`src/rtl/program2.sv`:
```
// Nibble-pattern match counter: scans data_ram[START_ADDR..END_ADDR] for pattern data_ram[PAT_ADDR][3:0].
// Optional macro PROGRAM2_OCC_COUNT_EN adds a total-occurrence count written to data_ram[8].
module program2 #(
  parameter int unsigned MEM_DEPTH  = 256,
  parameter int unsigned PAT_ADDR   = 6,
  parameter int unsigned RES_ADDR   = 7,
  parameter int unsigned START_ADDR = 32,
  parameter int unsigned END_ADDR   = 95,
  parameter int unsigned CYC_W      = 16
) (
  input  logic clk,
  input  logic rst_n,
  input  logic init,
  output logic done
);

  localparam int unsigned AW     = $clog2(MEM_DEPTH);
  localparam int unsigned DW     = 8;
  localparam int unsigned NOFF   = 5;
`ifdef PROGRAM2_OCC_COUNT_EN
  localparam int unsigned OCC_ADDR = 8;
  localparam int unsigned OCC_W    = 9;

  typedef enum logic [2:0] {S_IDLE, S_RUN, S_WRITE, S_WR_OCC, S_DONE} state_t;
`else
  typedef enum logic [2:0] {S_IDLE, S_RUN, S_WRITE, S_DONE} state_t;
`endif

  logic [DW-1:0]    data_ram [MEM_DEPTH];
  logic [CYC_W-1:0] cycle_ct;

  state_t           r_state;
  state_t           r_next;
  logic [AW-1:0]    r_addr;
  logic [DW-1:0]    r_count;
  logic             r_done;
`ifdef PROGRAM2_OCC_COUNT_EN
  logic [OCC_W-1:0] r_total;
  logic [2:0]       w_occ;
  logic [DW-1:0]    w_occ_sat;
`endif

  logic [DW-1:0]    w_byte;
  logic [3:0]       w_pat;
  logic [NOFF-1:0]  w_hits;
  logic             w_match;
  logic             w_we;
  logic [AW-1:0]    w_waddr;
  logic [DW-1:0]    w_wdata;

  assign done = r_done;

  // Asynchronous read of the current byte and the pattern nibble
  assign w_byte = data_ram[r_addr];
  assign w_pat  = data_ram[PAT_ADDR][3:0];

  always_comb begin
    w_hits = '0;
    for (int k = 0; k < int'(NOFF); k++) begin
      w_hits[k] = (w_byte[k +: 4] == w_pat);
    end
  end

  assign w_match = |w_hits;

`ifdef PROGRAM2_OCC_COUNT_EN
  assign w_occ     = 3'($countones(w_hits));
  assign w_occ_sat = (r_total > OCC_W'(255)) ? 8'hFF : r_total[DW-1:0];
`endif

  always_ff @(posedge clk) begin
    if (!rst_n) begin
      r_state <= S_IDLE;
    end else begin
      r_state <= r_next;
    end
  end

  // init=1 forces IDLE from any state
  always_comb begin
    r_next = r_state;
    if (init) begin
      r_next = S_IDLE;
    end else begin
      case (r_state)
        S_IDLE:   r_next = S_RUN;
        S_RUN:    if (r_addr == AW'(END_ADDR)) r_next = S_WRITE;
`ifdef PROGRAM2_OCC_COUNT_EN
        S_WRITE:  r_next = S_WR_OCC;
        S_WR_OCC: r_next = S_DONE;
`else
        S_WRITE:  r_next = S_DONE;
`endif
        S_DONE:   r_next = S_DONE;
        default:  r_next = S_IDLE;
      endcase
    end
  end

  // Result write port; suppressed on abort or reset
  always_comb begin
    w_we    = 1'b0;
    w_waddr = '0;
    w_wdata = '0;
    if (rst_n && !init) begin
      case (r_state)
        S_WRITE: begin
          w_we    = 1'b1;
          w_waddr = AW'(RES_ADDR);
          w_wdata = r_count;
        end
`ifdef PROGRAM2_OCC_COUNT_EN
        S_WR_OCC: begin
          w_we    = 1'b1;
          w_waddr = AW'(OCC_ADDR);
          w_wdata = w_occ_sat;
        end
`endif
        default: ;
      endcase
    end
  end

  // Memory contents survive reset
  always_ff @(posedge clk) begin
    if (w_we) begin
      data_ram[w_waddr] <= w_wdata;
    end
  end

  always_ff @(posedge clk) begin
    if (!rst_n || init) begin
      cycle_ct <= '0;
      r_addr   <= AW'(START_ADDR);
      r_count  <= '0;
      r_done   <= 1'b0;
`ifdef PROGRAM2_OCC_COUNT_EN
      r_total  <= '0;
`endif
    end else begin
      case (r_state)
        S_RUN: begin
          cycle_ct <= cycle_ct + CYC_W'(1);
          r_count  <= r_count + DW'(w_match);
          r_addr   <= r_addr + AW'(1);
`ifdef PROGRAM2_OCC_COUNT_EN
          r_total  <= r_total + OCC_W'(w_occ);
`endif
        end
`ifdef PROGRAM2_OCC_COUNT_EN
        S_WRITE: begin
          cycle_ct <= cycle_ct + CYC_W'(1);
        end
        S_WR_OCC: begin
          cycle_ct <= cycle_ct + CYC_W'(1);
          r_done   <= 1'b1;
        end
`else
        S_WRITE: begin
          cycle_ct <= cycle_ct + CYC_W'(1);
          r_done   <= 1'b1;
        end
`endif
        default: ;
      endcase
    end
  end

endmodule

```
`config.mk`:
```
export PLATFORM = sky130hd
export DESIGN_NAME = program2
export DESIGN_NICKNAME = d
export VERILOG_FILES = /design/src/rtl/program2.sv
export SDC_FILE = /design/constraint.sdc
export NUM_CORES = 1
export LEC_CHECK = 0
export ABC_CLOCK_PERIOD_IN_PS = 1900
export CAP_MARGIN = 20
export CORE_AREA = 3 3 40 42
export DETAILED_ROUTE_END_ITERATION = 10
export DIE_AREA = 0 0 43 45
export PLACE_DENSITY_LB_ADDON = 0.05
export SYNTH_ARGS = -nofsm -noshare
export SYNTH_HDL_FRONTEND = slang
export SYNTH_SLANG_ARGS = --single-unit
```
`constraint.sdc`:
```
create_clock -name clk -period 1.9 [get_ports clk]
set_input_delay 0.475 -clock clk [delete_from_list [all_inputs] [get_ports clk]]
set_output_delay 0.475 -clock clk [all_outputs]
set_load 0.1 [all_outputs]
```
Word level (Yosys, flattened, before mapping) --
Index checks and enable logic that the tools add are counted.
Cells by class: bitwise operators 1, add/subtract/negate cells 1, reduce and logical (&&, ||, !) cells 5, mux-type cells 2, equality and inequality tests 5
Operator list (number):
- one-hot mux 3 bit (3 select lines) | 1
- adder 8 x 1 -> 8 bit (second input constant) | 1
- == test 8 x 7 -> 1 bit (second input constant) | 1
- == test 3 x 2 -> 1 bit (second input constant) | 2
- OR reduction 2 bit | 2
- == test 3 x 1 -> 1 bit (second input constant) | 1
- logical NOT 3 bit | 1
- two-way mux 3 bit | 1
- inequality test 2 bit (second input constant) | 1
- logical NOT 1 bit | 1
- logical OR 1 bit | 1
- inverter 1 bit | 1
Word-level totals: logic and storage cells 17, input bits 3, output and inout port bits 1, register bits after elaboration 12

Longest topological paths before layout --
Gate-level depths: netlist (run 1).
word-level depth 3, depth in mapped cells 4, mapped depth without buffers 4

Worst setup path after synthesis (run 1) --
OpenSTA, ideal clock, no wires.
kind register to output, start point register r_done, in the netlist done, end point output done, required time 1.425 ns, stages on the path, launching flop included 1, path buffers 0, path slack 0.500 ns, arrival time 0.925 ns, path through dfxtp_1
RTL lines:
- from (decl) | line 36 | logic r_done;
- from (signal assigned) | line 136 | r_done <= 1'b0;
- from (signal assigned) | line 161 | r_done <= 1'b1;
- to (decl) | line 14 | output logic done
No word-level cell between the ends.

Worst setup path after layout (run 1) --
start point register r_addr[0], end point register r_addr[6]
On the way: longest elaborated chain between the ends 1
Ends and longest elaborated chain:
- from (decl) | line 34 | logic [AW-1:0] r_addr;
- from (signal assigned) | line 134 | r_addr <= AW'(START_ADDR);
- from (signal assigned) | line 145 | r_addr <= r_addr + AW'(1);
- adder 8 x 1 -> 8 bit | line 145
No other way between the ends. A chain may end at the register's enable or synchronous reset.

==> results of run 1 <==
-- final cells by class --
type / count / area (um^2)
Inverter: 2 / 7.51
Sequential cell: 11 / 220
Timing Repair Buffer: 3 / 40.0
Fill cell: 127 / 714
Clock buffer: 4 / 26.3
Tap cell: 15 / 18.8
Multi-Input combinational cell: 39 / 258
-- metrics by stage --
step / cells / utilization, % / instance area, um^2
floorplan: 53 / - / 489
global placement: 70 / 42.4 / 544
detailed placement: 70 / 42.4 / 544
CTS: 74 / 44.4 / 571
global route: 74 / 44.4 / 571
finish: 74 / 44.4 / 571
-- worst max path at each step --
| stage | end | start | slack (ns) | depth (start not counted) |
|---|---|---|---|---|
| after global routing | r_addr[6] | r_addr[0] | 0.43 | 4 |
| after detailed placement | r_addr[7] | init | 0.44 | 3 |
| after floorplan | done | done | 0.50 | 0 |
| final | r_addr[6] | r_addr[0] | 0.51 | 4 |
| after global placement | r_addr[2] | init | 0.47 | 3 |
| after CTS | r_addr[7] | r_addr[2] | 0.52 | 3 |
-- sequential cells by signal, indices dropped and copies added, names as in the netlist --
| signal | cells |
|---|---|
| r_addr | 8 |
| r_state | 2 |
| done | 1 |
-- cells by family after synthesis --
kind of cell	Yosys count	synth area share, %
AND/OR/NAND/NOR	23	30.7
AO/OA/AOI/OAI	13	15.6
flip-flops	11	45.0
buffers and inverters	3	2.30
XOR/XNOR	1	1.79
multiplexers	1	2.05
adder cells (fa/ha/maj)	1	2.56
-- power by group through the flow --
stage	combinational, mW	clock (mW)	sequential [mW]
after floorplan	0.00962	0	0.240
after global placement	0.0150	0	0.240
after detailed placement	0.0157	0	0.240
after CTS	0.0158	0.161	0.235
after global routing	0.0182	0.178	0.235
final	0.0160	0.157	0.235
-- metal layers --
layer	vias to the layer above	track usage (%)	wire [um]
li1	204	-	-
met1	198	14.4	445
met2	7	21.9	517
met3	0	5.98	32
met4	0	3.61	0
met5	-	0	0
-- placed cells by master (no fill, tap or decap), types with 2 or more instances in the layout --
cell / netlist / layout
sky130_fd_sc_hd__nor2_1: 3 / 3
sky130_fd_sc_hd__a21oi_1: 6 / 6
sky130_fd_sc_hd__clkbuf_4: 0 / 3
sky130_fd_sc_hd__or3_2: 3 / 3
sky130_fd_sc_hd__clkdlybuf4s50_1: 0 / 2
sky130_fd_sc_hd__o21ai_0: 4 / 4
sky130_fd_sc_hd__nand2b_1: 3 / 3
sky130_fd_sc_hd__nand3_1: 4 / 4
sky130_fd_sc_hd__nand2_1: 2 / 2
sky130_fd_sc_hd__inv_1: 2 / 2
sky130_fd_sc_hd__dfxtp_1: 11 / 11
-- cells in the mapped netlist (all sizes together) --
| cell | instances | area (um^2) |
|---|---|---|
| nand3b | 1 | 7.51 |
| ha | 1 | 12.5 |
| or3 | 4 | 28.8 |
| nor2 | 3 | 11.3 |
| xor2 | 1 | 8.76 |
| nand4b | 1 | 23.8 |
| o21ai | 4 | 20.0 |
| nand3 | 4 | 20.0 |
| a21oi | 6 | 30.0 |
| nand4 | 1 | 6.26 |
| inv | 2 | 7.51 |
| nand2b | 3 | 18.8 |
| or2 | 1 | 6.26 |
| o41a | 1 | 11.3 |
| o21a | 1 | 7.51 |
| nor4 | 1 | 6.26 |
| o31ai | 1 | 7.51 |
| or4 | 1 | 7.51 |
| mux2i | 1 | 10.0 |
| dfxtp | 11 | 220 |
| clkbuf | 1 | 3.75 |
| nand2 | 2 | 7.51 |
| nor2b | 1 | 6.26 |
-- worst max-delay path: cells and delay by family (launching register included) --
family | cells | cell delay, ns
AND/OR/NAND/NOR | 2 | 0.53
flip-flops | 1 | 0.41
AO/OA/AOI/OAI | 1 | 0.14
adder cells (fa/ha/maj) | 1 | 0.25
==> impl_summary.md, run 1 <==
Run status
The run finished with clean final reports.

Clock tree
The sink count of the clock tree is 11. The tree is rooted in a sky130_fd_sc_hd__clkbuf_4. Hold repair after CTS inserted 0 buffers. Buffers inserted during clock tree synthesis total 3. The number of buffers on the longest clock path is 2. TritonCTS built the clock tree. The post-cts resize count is 0. Clock latency on the worst-skew pair, taken at its later pin, is around 0.27 ns. Clock-pin slew was measured on the worst setup and hold paths at roughly 0.08 ns.

Buffers added to address setup during post-CTS repair amount to 0. In this run the number of H-tree levels came out at 1.

Critical path
For the worst setup path, the data required time is roughly 2.1 ns. The cell depth of the worst flop-to-flop path is 4. In this run the critical register-to-register path is captured at r_addr[6]. Data arrives at the worst endpoint at between 1.5 and 2 ns. The worst setup path is captured at a register. Setup slack on the worst reg-to-reg path comes out at 0.51 ns.

Walking the worst path, the cells encountered are ha_1 -> nand3_1 -> or3_2 -> a21oi_1. Among all stages on the critical path, the largest delay is contributed by sky130_fd_sc_hd__or3_2. STA classifies the critical path startpoint as a register.

The reg-to-reg startpoint is r_addr[0]. The largest stage delay on the critical path is ~0.42 ns. The setup path with the least slack is of type register to register. The largest driver fanout on the critical path is 5.

Worst hold path
The worst hold path begins at r_addr[7]. The type of the worst min-delay path is register to register. The path with the worst hold slack has its endpoint at r_addr[7]. The number of instances on the worst hold path is 2.

Finish
In the final layout, the share of cells above drive strength 1 is between 15 and 20%. For this run, the post-layout net count is 64. The number of diodes added for antenna fixing is 0.

From synthesis to final layout, the design area changed by 16.6%.

Power and ir drop
In this run, the combinational gates consume about 3.9% of the power. The sequential share of power is between 50 and 60%. The analysis attributes to cell leakage a power of ~0.22 nW. After layout, the design draws a total of approximately 0.41 mW. The worst-case vdd ir drop is 0.343 mV. The power density relative to cell area is between 700 and 800 nW/um^2. In this run, the clock network consumes 38.5% of the power.

The switching portion of total power is between 20% and 30%. Cell internal power was estimated by the tool at approximately 0.32 mW. The switching power is 0.0872 mW.

Timing
Setup violations remaining at the end of the flow were counted as 0. Between clock sinks in the finished design, the worst skew comes to between 0.01 and 0.015 ns. The final critical-path setup slack is slightly above 0.5 ns. Dividing the final minimum period by the clock period gives 73.0%.

The tightest hold path in the finished design has a slack of between 0.5 and 0.6 ns. The worst max-slew margin expressed relative to the limit is between 70% and 80%. The final-layout setup total negative slack is 0 ns. The measured slew at the worst slew-check pin is approximately 0.33 ns.

Setup repair after global routing left no endpoint under its margin. Derived from the worst setup path, the maximum achievable clock frequency is 721 MHz. The total count of hold-check failures in the final report is 0. The max-slew violation count is 0.

The routed design could run at a clock period as short as between 1 and 1.5 ns.

Routing
The count of nets left with antenna violations once routing finished came out at 0. The number of design rule violations left after detail routing is 0. The first-pass iteration count of the detailed router is 4. After detailed routing, the number of vias per cell comes to ~5.5. The final route contains about 410 vias.

Dividing the detail-routed wire length by the instance count gives 13.4 um. In this run, the number of DRC markers left after iteration 0 of detailed routing was 8. The routed design has 995 um of wire.

Die
The placement row count is 13. The total die area is ~1900 um^2. Measured along the x axis, the die boundary spans between 40 and 50 um.

In this run the count of I/O pins placed on the die edge is 4. The effective utilization at floorplan is 38.1%. The area of the core is approximately 1300 um^2. In this run the vertical extent of the chip is between 40 and 50 um.

GRT
The number of global-route vias before repair was 408. The first global-routing pass estimated about 1800 um of wire. Entering global routing, the biggest net connects 9 pins.

The total overflow left after global routing is 0. The total global-route track usage is between 10% and 20%. The number of antenna violations at the first check in global routing came to 0.

Flow run
The count of max-cap constraint violations is 0.

Place
At the placement stage, the worst setup path has a slack of between 0.4 and 0.5 ns. The number of port buffers is 3. At the end of routability-driven placement, the weighted congestion stood at ~0.77. The wire-length estimate of the detail-placed layout is approximately 730 um.

Logic synthesis
The count of mapped cells out of synthesis is between 50 and 60. The share of the Yosys chip area taken by registers is 45.0%. The count of distinct cell types in the synthesized netlist is 24. The per-instance average area after synthesis is ~9.2 um^2. The number of nets handed over by synthesis was between 50 and 60. The area of the mapped netlist is 489 um^2.

The number of warnings reported in the yosys synthesis log is 0. The count of state elements after synthesis is 11.
No activity file was read; power rests on OpenSTA's default activity.
==> inputs of run 2 (changes only) <==
Settings changed: ABC_CLOCK_PERIOD_IN_PS 1900 to 1400.
Clock period 1.9 ns to 1.4 ns, I/O delays scaled along.
==> impl_summary.md, run 2 (synthesized netlist as in run 1, its figures left out) <==
Run status
The run finished with clean final reports.

Die
The effective utilization at floorplan is between 30% and 40%. From bottom edge to top edge, the die measures 45 um. Row generation in the floorplan step produced 13 rows.

The die covers around 1900 um^2. The floorplan step set the die width to between 40 and 50 um. 4 I/O pins were placed. The core region is 1280 um^2.

Critical path
The largest stage delay on the critical path is around 0.53 ns. STA classifies the critical path startpoint as a register. The worst register-to-register path begins at r_state[1]. STA puts the critical path data required time at 1.60 ns. The critical path launch point is r_state[1]. The largest driver fanout on the critical path is 8. The cell depth of the worst flop-to-flop path is 3.

The capture point of the worst reg-to-reg path is r_addr[7]. The critical path data arrival time is approximately 1.5 ns. The critical path class is register to register. The worst setup path is captured at a register.

The cell at the slowest stage of the critical path is sky130_fd_sc_hd__or4_1. Walking the worst path, the cells encountered are nand4b_4 -> or4_1 -> a21oi_1. The end point of the critical path is r_addr[7].

Setup slack on the worst reg-to-reg path comes out at between 0.08 and 0.09 ns.

Power and ir drop
In this run the static leakage power is roughly 0.23 nW. The relative contribution of combinational cells to total power is ~3.8%. Power spread over the standard cell area amounts to 944 nW/um^2. VDD sags by at most ~0.38 mV. In this run the power spent charging and discharging nets is ~0.12 mW.

The clock network power share is between 30% and 40%. Net switching is between 20% and 30% of the power. The sequential share of power is between 50% and 60%. The internal portion of the total power is between 0.4 and 0.5 mW.

Timing
The share of the cycle needed by the critical path after routing is a little over nine tenths. The final setup violation count is 0. The routed design could run at a clock period as short as between 1 and 1.5 ns. The max-slew violation count is 0. The total count of hold-check failures in the final report is 0. The worst hold margin is ~0.50 ns. The final-layout setup total negative slack is 0 ns. Setup repair after global routing left no endpoint under its margin. The maximum clock frequency is 758 MHz. On the final layout, the worst clock skew is between 0.004 and 0.005 ns.

The worst max-slew margin expressed relative to the limit is roughly four fifths. The measured slew at the worst slew-check pin is approximately 0.31 ns.

Finish
The fraction of final layout cells sized beyond drive strength 1 is around a quarter. The layout overhead on the synthesized area is 21.7%. The library cell used most frequently in the layout, excluding fill and tap cells, is sky130_fd_sc_hd__dfxtp_1. The number of diodes added for antenna fixing is 0.

The net count of the finished layout is 65. The library cells used most frequently in the layout, excluding fill and tap cells, are sky130_fd_sc_hd__dfxtp_1, sky130_fd_sc_hd__a21oi_1, sky130_fd_sc_hd__nand3_1, sky130_fd_sc_hd__o21ai_0, sky130_fd_sc_hd__dfxtp_2. More flip-flops sit in one register than any other, and that register is r_addr.

The register with the most flip-flops in the layout has 8 of them.

Clock tree
The post-CTS setup buffer count is 0. After clock tree synthesis, the flow added hold-fix buffers numbering 0. The clock reaches the later pin of the worst-skew pair after between 0.2 and 0.3 ns. The clock tree from TritonCTS is done. After clock tree synthesis, the clock-pin slew on the worst setup and hold paths is 0.07 ns. In this run the number of H-tree levels came out at 1. The number of buffers on the longest clock path is 2. The sink count of the clock tree is 11. In this run, CTS created clock tree buffers numbering 3.

The root buffer cell chosen for the clock tree is sky130_fd_sc_hd__clkbuf_4.

Place
The number of port buffers is 3. The final weighted congestion in routability-driven placement is 0.758. The total half-perimeter wirelength after legalization and detailed placement is just over 700 um.

GRT
The overall overflow remaining after global route is 0. The total global-route track usage is 10.2%. The number of antenna violations at the first check in global routing is 0. The pin count of the biggest net entering global routing is 9. The wire length of the first global-routing pass is approximately 1400 um. The number of global-route vias before repair is around 340.

Routing
The first-pass iteration count of the detailed router is 4. The detailed-route vias per instance is approximately 5.4. For this run, design rule violations remaining after detail routing come to 0.

The residual antenna-violating net count after detailed routing is 0. For this block, the routed nets add up to around 940 um of wire. After detailed routing, the average wire length per cell comes to 12.5 um. The total via count in the routed design is roughly 410. The first routing iteration left 6 violations.

Worst hold path
The tightest min-delay check is of the register to register type.

Flow run
The tool flagged a number of max-cap violations equal to 0.
-- run 2: routing by layer --
layer  global-route usage, %  vias up  wire (um)
met5                       0        -          0
met4                    7.23        0         27
met3                    2.39        5         28
met2                    16.8       10        443
met1                    11.7      183        441
li1                        -      210          -
-- run 2: how the worst min path moves through the flow --
| stage | start | endpoint | depth (start not counted) |
|---|---|---|---|
| 2_1_floorplan | r_addr[7] | r_addr[7] | 2 |
| 3_3_place_gp | r_addr[7] | r_addr[7] | 2 |
| 3_5_place_dp | r_addr[7] | r_addr[7] | 2 |
| 4_1_cts | r_addr[7] | r_addr[7] | 2 |
| 5_1_grt | r_addr[7] | r_addr[7] | 2 |
| 6_report | r_addr[7] | r_addr[7] | 2 |
-- run 2: critical path, delay by kind of cell, from the launching register on --
kind               cells  cell delay [ns]
AOI/OAI and AO/OA      1             0.15
DFF                    1             0.34
and+or+nand+nor        2             0.75
-- run 2: through the flow --
step                      area [um^2]  setup WS, ns  instances  power, mW  util (%)
final                             596        0.0813         75      0.562      46.3
after global routing              596        0.0190         75      0.576      46.3
after CTS                         578        0.0264         75      0.562      45.0
after detailed placement          552        0.0440         71      0.348      42.9
after global placement            552        0.0826         71      0.346      42.9
after floorplan                   489         0.125         53      0.339         -
-- run 2: area by class of cell --
cell class              count  area [um^2]
well taps                  15         18.8
flip-flops and latches     11          225
repair buffers              4         47.5
clock buffers               4         26.3
multi-input cells          39          270
inverters                   2         7.51
fillers                   123          689
-- run 2: power by group through the flow --
stage | clock network (mW) | logic, mW | registers [mW]
3_3_place_gp | 0 | 0.0202 | 0.326
4_1_cts | 0.222 | 0.0215 | 0.319
6_report | 0.220 | 0.0215 | 0.320
5_1_grt | 0.231 | 0.0240 | 0.321
3_5_place_dp | 0 | 0.0215 | 0.326
2_1_floorplan | 0 | 0.0131 | 0.326
-- run 2: timing repair --
item                                    in CTS  in global routing
endpoints found under the hold margin        0                  0
endpoints found under the setup margin       0                  3
gates resized for setup                      0                  6
==> inputs of run 3 (changes only) <==
Settings changed: ABC_CLOCK_PERIOD_IN_PS 1400 to 1100, CORE_AREA 3 3 40 42 to 2 2 39 41, CTS_CLUSTER_DIAMETER set to 120, DIE_AREA 0 0 43 45 to 0 0 41 43.
Clock period 1.4 ns to 1.1 ns, I/O delays scaled along.
==> impl_summary.md, run 3 (synthesized netlist as in run 1, its figures left out) <==
Clock tree
The clock latency on the worst-skew pair is between 0.2 and 0.3 ns. The number of CTS-inserted buffers is 3. Counting along the longest clock path gives a buffer depth of 2. In this run the number of H-tree levels came out at 1.

TritonCTS built the clock tree. The clock transition at the registers of the reported paths is about 0.07 ns. The sink count of the clock tree is 11.

Clock tree synthesis selected as its root buffer the cell sky130_fd_sc_hd__clkbuf_4. The count of hold-fix buffers inserted at cts is 0.

Die
The total die area is roughly 1800 um^2. The placement row count is 14. The area of the core is between 1000 and 1500 um^2. The die is roughly 41 um wide.

The initial utilization of the core area, before any placement, comes to ~35%. The die span in y is approximately 43 um. The number of primary I/O pins is 4.

Finish
The most common cell after layout, fill and taps aside is sky130_fd_sc_hd__buf_4. r_addr holds more flip-flops than any other register. Relative to the synthesized area, the layout overhead comes to 54.5%. Measured on the finished design, the core utilization comes to around 55%. The top cell types in the final layout, fill and taps aside, are sky130_fd_sc_hd__buf_4, sky130_fd_sc_hd__dfxtp_2, sky130_fd_sc_hd__o21ai_0. At the end of the flow, the number of nets in the layout was 76. The fraction of final layout cells sized beyond drive strength 1 is a little under three fifths. The register with the most flip-flops in the layout has 8 of them. The total area of sequential cells is around 240 um^2.

The number of fill cells is between 100 and 150. The repair_antennas step left the layout with diodes totalling 0. The multi-input combinational cell area is about 330 um^2.

Power and ir drop
The worst-case vdd ir drop is around 0.85 mV. The total leakage power is around 0.29 nW. The power density relative to cell area is ~950 nW/um^2.

Critical path
The slowest stage of the critical path belongs to the cell sky130_fd_sc_hd__dfxtp_4. The signal on the critical path passes through ha_4 -> nand3_4 -> or3_4 -> a21oi_2. Of all nets on the critical path, the largest fanout is 4. In this design, the stage delay of the slowest critical-path cell is about 0.38 ns. The number of stages on the worst setup path is 4.

The startpoint kind of the worst setup timing path is a register. Data on the critical path arrives at its endpoint at about 1.4 ns. On the critical path the largest part of the delay comes from simple AND/OR/NAND/NOR gates. The critical path in this run is classified as register to register. For the worst setup path, the data required time is roughly 1.3 ns. The slack of the worst reg-to-reg path is -0.07 ns. The reg-to-reg startpoint is r_addr[0].

The cell depth of the worst flop-to-flop path is 4. STA classifies the critical path endpoint as a register. The critical path starts at r_addr[0].

The number of buffer and inverter stages on the critical path is 0.

GRT
The number of antenna violations at the first check in global routing came to 0. The number of global-route vias before repair is about 460. The wire length of the first global-routing pass is around 2000 um.

Entering global routing, the biggest net connects 9 pins. The total global-route track usage is about 17%. Global routing finished with a remaining overflow of 0.

Timing
The final worst clock skew is 0.00761 ns. The measured slew at the worst slew-check pin is ~0.28 ns. The max-slew violation count was 0. The worst pin sits at a relative slew slack of 80.9%. For this run, the top clock speed supported by timing is 855 MHz. In the post-route analysis, the smallest setup slack over all paths is -0.0700 ns.

The minimum period implied by the final worst setup slack is approximately 1.2 ns. Setup violations remaining at the end of the flow were counted as 5. After routing, the total negative slack on setup checks comes to -0.243 ns. The share of the cycle needed by the critical path after routing is 106%. The total count of hold-check failures in the final report is 0.

Setup repair after global routing could not meet its margin everywhere.

Place
The total half-perimeter wirelength after legalization and detailed placement is 831 um. The final weighted congestion in routability-driven placement is between 0.7 and 0.8. The number of port buffers is 3.

Worst hold path
The type of the worst min-delay path is register to register. The hold path startpoint is done. The number of instances on the worst hold path is 2.

Routing
In the routed layout, each cell is associated on average with a via count of 5.24. The average detailed-routed wire length per instance is roughly 13 um. The final route contains approximately 460 vias. The routed design has approximately 1200 um of wire. The number of DRC markers in iteration 0 is 10. The first detailed-routing pass ran for 4 iterations. For this run, design rule violations remaining after detail routing come to 0. The detail route stage leaves a number of antenna-violating nets equal to 0.

Run status
The run finished, with violations left. The final reports fail on negative setup slack.

Flow run
Across the run, the number of max-cap violations was 0.
run 3: changes by cell type in the layout (fill, tap and decap cells not counted), moves of 2 or more:
cell,change
sky130_fd_sc_hd__nand3_4,+2
sky130_fd_sc_hd__a21oi_1,-3
sky130_fd_sc_hd__dfxtp_1,-5
sky130_fd_sc_hd__or3_4,+3
sky130_fd_sc_hd__dfxtp_4,+3
sky130_fd_sc_hd__dfxtp_2,+2
sky130_fd_sc_hd__nand3_1,-3
sky130_fd_sc_hd__buf_4,+11
sky130_fd_sc_hd__a21oi_2,+3
sky130_fd_sc_hd__or3_2,-3
run 3: timing repair:
action,4_1_cts,5_1_grt
resized for setup,12,7
pin swaps,5,3
setup endpoints to repair,6,9
buffers inserted,0,1
gates cloned,0,0
run 3: path summary, 6_finish.rpt:
path                             endpoint
worst max-delay path            r_addr[6]
worst min-delay path                 done
worst max register to register  r_addr[6]
worst min register to register       done
run 3: layer usage:
metal  track usage [%]  part of all wire (%)  vias to the layer above
li1                  -                     -                      228
met1              21.9                    41                      217
met2              25.0                    54                        9
met3              9.42                   4.9                        2
met4              2.00                  0.60                        0
met5                 0                     0                        -
run 3: cell type report:
type                       instances  share of cell area (%)
timing repair buffer              15                    17.2
inverter                           2                   0.993
sequential                        11                    31.6
tap                               16                    2.65
clock buffer                       4                    3.48
multi-input combinational         39                    44.0
run 3: worst register-to-register path: stages, from the launching register on:
cell	delay [ns]
sky130_fd_sc_hd__dfxtp_4	0.38
sky130_fd_sc_hd__ha_4	0.18
sky130_fd_sc_hd__nand3_4	0.07
sky130_fd_sc_hd__or3_4	0.37
sky130_fd_sc_hd__a21oi_2	0.12
run 3: where the power goes:
part | leakage (nW) | switching, mW | internal, mW
clock network | 0.0150 | 0.132 | 0.140
registers | 0.0932 | 0.00556 | 0.395
logic | 0.179 | 0.0182 | 0.0226
total | 0.287 | 0.156 | 0.558
run 3: per-stage QoR:
| stage | hold slack [ns] | worst slack, ns | area [um^2] | power, mW | std cells |
|---|---|---|---|---|---|
| 2_1_floorplan | 0.399 | -0.0681 | 509 | 0.432 | 53 |
| 3_3_place_gp | 0.455 | -0.104 | 648 | 0.452 | 82 |
| 5_1_grt | 0.544 | -0.122 | 756 | 0.752 | 87 |
| 4_1_cts | 0.495 | -0.0533 | 712 | 0.721 | 86 |
| 3_5_place_dp | 0.482 | -0.140 | 648 | 0.455 | 82 |
| 6_report | 0.502 | -0.0700 | 756 | 0.714 | 87 |
